**src/rtl/tile_row_fetch.sv**
```systemverilog
// tile_row_fetch: fetch one glyph row from the tile BRAM and stream it MSB-first as 1bpp pixels
module tile_row_fetch #(
    parameter int AWIDTH = 12
) (
    input  logic              clk,
    input  logic              reset,
    input  logic              req_valid_i,
    output logic              req_ready_o,
    input  logic [AWIDTH-1:0] req_base_i,
    input  logic [7:0]        req_tile_i,
    input  logic [3:0]        req_row_i,
    input  logic              req_h16_i,
    output logic [AWIDTH-1:0] tile_addr_o,
    input  logic [15:0]       tile_data_i,
    output logic              pix_valid_o,
    input  logic              pix_ready_i,
    output logic              pix_o,
    output logic              pix_last_o,
    output logic              busy_o
);
    typedef enum logic [1:0] {IDLE, ADDR, WAIT, SHIFT} state_t;
    state_t            state_q, state_d;
    logic [AWIDTH-1:0] addr_q, addr_d;
    logic              bsel_q, bsel_d;
    logic [7:0]        shreg_q, shreg_d;
    logic [2:0]        cnt_q, cnt_d;
    logic [AWIDTH-1:0] addr_calc;
    logic              row_done;
    logic              accept;

    // Each word packs two rows, so the word offset is row/2 and row[0] picks the byte.
    // Summing at AWIDTH width gives the same result as full precision truncated afterwards.
    assign addr_calc = req_h16_i
        ? req_base_i + AWIDTH'({req_tile_i, 3'b000}) + AWIDTH'(req_row_i[3:1])
        : req_base_i + AWIDTH'({req_tile_i, 2'b00}) + AWIDTH'(req_row_i[2:1]);

    // The last pixel handshake frees the block, letting the next request chain without an IDLE cycle.
    assign row_done    = (state_q == SHIFT) && (cnt_q == 3'd7) && pix_ready_i;
    assign req_ready_o = (state_q == IDLE) || row_done;
    assign accept      = req_valid_i && req_ready_o;

    assign tile_addr_o = addr_q;
    assign pix_valid_o = (state_q == SHIFT);
    assign pix_o       = pix_valid_o && shreg_q[7];
    assign pix_last_o  = pix_valid_o && (cnt_q == 3'd7);
    assign busy_o      = (state_q != IDLE);

    // Next-state and datapath update: latch address on accept, load row in WAIT, shift on handshake
    always_comb begin
        state_d = state_q;
        addr_d  = addr_q;
        bsel_d  = bsel_q;
        shreg_d = shreg_q;
        cnt_d   = cnt_q;
        if (accept) begin
            addr_d = addr_calc;
            bsel_d = req_row_i[0];
        end
        case (state_q)
            IDLE:  state_d = accept ? ADDR : IDLE;
            ADDR:  state_d = WAIT;
            WAIT: begin
                shreg_d = bsel_q ? tile_data_i[7:0] : tile_data_i[15:8];
                cnt_d   = 3'd0;
                state_d = SHIFT;
            end
            SHIFT: begin
                if (pix_ready_i) begin
                    shreg_d = {shreg_q[6:0], 1'b0};
                    cnt_d   = cnt_q + 3'd1;
                    if (cnt_q == 3'd7) state_d = accept ? ADDR : IDLE;
                end
            end
            default: state_d = IDLE;
        endcase
    end

    // State and datapath registers, cleared asynchronously
    always_ff @(posedge clk or posedge reset) begin
        if (reset) begin
            state_q <= IDLE;
            addr_q  <= '0;
            bsel_q  <= 1'b0;
            shreg_q <= 8'd0;
            cnt_q   <= 3'd0;
        end else begin
            state_q <= state_d;
            addr_q  <= addr_d;
            bsel_q  <= bsel_d;
            shreg_q <= shreg_d;
            cnt_q   <= cnt_d;
        end
    end
endmodule

```
**config.mk**
```make
export PLATFORM = sky130hd
export DESIGN_NAME = tile_row_fetch
export DESIGN_NICKNAME = d
export VERILOG_FILES = /design/src/rtl/tile_row_fetch.sv
export SDC_FILE = /design/constraint.sdc
export NUM_CORES = 1
export LEC_CHECK = 0
export ABC_AREA = 1
export CORE_UTILIZATION = 54
export DETAILED_ROUTE_END_ITERATION = 10
export GPL_TIMING_DRIVEN = 0
export MAX_ROUTING_LAYER = met4
export PLACE_DENSITY = 0.95
export SLEW_MARGIN = 20
export SYNTH_ARGS = -nofsm -noshare
export SYNTH_HDL_FRONTEND = slang
export SYNTH_SLANG_ARGS = --single-unit
```
**constraint.sdc**
```tcl
create_clock -name clk -period 3 [get_ports clk]
set_clock_uncertainty 0.05 [all_clocks]
set_input_delay 0.75 -clock clk [delete_from_list [all_inputs] [get_ports clk]]
set_output_delay 0.75 -clock clk [all_outputs]
set_load 0.005 [all_outputs]
```
==> run summary <==
Ports = 62
Sink Count = 26
Routed Wire Length = 6264 um
Crit path capture type = output pin
LEAKAGE = 1.723 nW
# H-tree levels = 1
Largest stage delay, worst path = 510 ps
Drt drc = 0
DP Area = 3143 um^2
Final net count = 529
WL met3 = 350 um
DR top layer = met4
Global route overflow = 0
Leading area contributor after synthesis = dfrtp_1
Post-synthesis instance total = 393
Resize count post-CTS = 0
Setup CP Type = input pin to output pin
Rel. slew slack = 38.40%
FFs w/ async S/R, synth = 100.0%
Initial Util = 56.28%
Slew Limit Fails = 0
Buf/Inv on CP = 3
Global-route usage over all layers = 27.88%
Mapped Area = 2467 um^2
Tcrit/Tclk final = 95.51%
Commonest cells after routing, fill and taps aside = 162 x nand2_1, 61 x clkdlybuf4s50_1, 46 x inv_1
Die area = 4843 um^2
Worst-path cell chain = clkdlybuf4s50_1 > nand2_2 > inv_2 > nand2_1 > nand2_2 > clkdlybuf4s50_1
Most frequent standard cell in the layout excluding fill and tap cells = nand2_1
Mean Syn Cell Area = 6.278 um^2
Main synth FF type = dfrtp_1
Buffers on Ports = 61
Die Y = 69.60 um
Hold Crit Class = flop to flop
WL/cell = 12.31 um
CTS buffer count = 3
ANT nets after route = 0
Pin count of the biggest net entering global routing = 27
Met2 routed WL = 3200 um
Initial DRC count = 140
Max Cap Violations = 0
Min Clock Period, post-route = 2865 ps
CP top delay family = buffers and inverters
Hold-fix buffers, CTS = 0
Die X-Extent = 69.60 um
RSZ-0062 raised after global routing = no
Number of synthesized flops with an enable pin = 0
Design area = 3184 um^2
Clock root buffer = clkbuf_8
Final Hold Viols = 0
Final Wtd Congestion = 0.9228
DR vias/cell = 5.415
Wl on met1 = 2620 um
TritonCTS clock tree = done
Cell variety after synth = 29
CTS clk-pin slew, worst paths = 80 ps
Global-route wire length before repair = 10790 um
Top cell type's share of synthesized area = 26.37%
Startpoint Class = input pin
Final setup vio count = 0
Layout cells sized above 1 = 2.845%
Final TNS setup = 0 ps
Dominant cells by area after synthesis = dfrtp_1 26%, nand2_1 25%, ha_1 12%
Ys Warns = 0
Fin util = 72.63%
Max Freq = 0.3490 GHz
Placed cell count = 506
Max FO, Critical Path = 4
Outcome = complete, no violations
Sequential area share after synthesis = 26.37%
Yosys reg bits = 26
# diodes = 0
Syn nets = 463
Worst endpoint data arrival time = 2070 ps
Maximum vdd drop = 0.2476 mV
Power Dens Cells = 585.3 nW/um^2
Vias in the first global route = 2644
Area of the core = 4384 um^2
HPWL Detailed = 5087 um
Layout Area Growth over Synthesis = 29.06%
CTS Buffer Depth = 2
Worst-Skew Late Latency = 260 ps
Initial antenna violation count = 0
DR pass1 iterations = 4
Site Rows = 24
Least-Margin Pin Slew = 923.1 ps
Fin cells = 509
Slowest CP cell = clkdlybuf4s50_1
Vias = 2756
Worst Path Required = 2200 ps
Post CTS Setup Buffer Count = 0
[worst reg2reg max path: cells and delay by family, from the launching register on]
kind / cells / cell delay [ps]
compound gates: 1 / 120
fa+ha+maj: 1 / 260
buf+inv: 2 / 530
flops: 1 / 410
simple gates: 2 / 210
[Yosys cell counts (2+ instances only)]
cell type	number
nand2_2	2
ha_1	24
inv_1	46
nand4_1	4
nand3b_1	4
xor2_1	4
buf_2	2
nand3_1	40
clkbuf_1	3
nor2_1	26
buf_6	2
a31oi_1	3
a21oi_1	13
nor3_1	2
o211ai_1	6
o21ai_0	13
dfrtp_1	26
nand2_1	162
[state kept, by name, summed over array words and instances, names as in the netlist]
register,flops
tile_addr_o,12
shreg_q,8
cnt_q,3
state_q,2
bsel_q,1
[per-stage QoR]
stage                     setup slack [ps]  total power [mW]  hold slack [ps]
after global placement              -4.106             1.626            412.3
after floorplan                      800.5             1.243            399.7
after detailed placement            -27.70             1.673            415.8
final                                134.7             1.864            435.4
after global routing                 30.45             2.047            471.5
after CTS                            125.7             1.860            433.2
[layout make-up]
type                    count  area [um^2]
flip-flops and latches     26        650.6
well taps                  52        65.06
repair buffers             61        610.6
multi-input cells         311         1588
clock buffers               3        41.29
plain buffers               7        43.79
fillers                   362         1200
inverters                  49        185.2
[worst paths after layout]
path | slack [ps] | end | from | cells past startpoint
max in group asynchronous | 1390 | tile_addr_o[2] | reset | 2
min in group asynchronous | 940 | shreg_q[0] | reset | 2
worst max register to register | 1300 | shreg_q[4] | state_q[1] | 6
worst max-delay path | 130 | req_ready_o | pix_ready_i | 6
worst min-delay path | 440 | tile_addr_o[2] | tile_addr_o[2] | 2
worst min register to register | 440 | tile_addr_o[2] | tile_addr_o[2] | 2
[metal layers]
| layer | track usage, % | vias to the layer above |
|---|---|---|
| met2 | 52.00 | 100 |
| met5 | - | - |
| met4 | 5.669 | 0 |
| met3 | 2.907 | 17 |
| li1 | - | 1387 |
| met1 | 32.18 | 1252 |
[report_power, final]
part / internal (mW) / total, mW / switching [mW]
registers: 0.515 / 0.607 / 0.0919
clock network: 0.0895 / 0.184 / 0.0944
logic: 0.506 / 1.07 / 0.567
[logic make-up after synthesis]
family,after synthesis,share of synthesized area (%)
flip-flops,26,26.37
AO/OA/AOI/OAI,38,8.773
buffers and inverters,56,9.280
AND/OR/NAND/NOR,244,41.18
adder cells (fa/ha/maj),25,12.98
XOR/XNOR,4,1.420
Note: power is estimated with default switching activity, not from simulation.
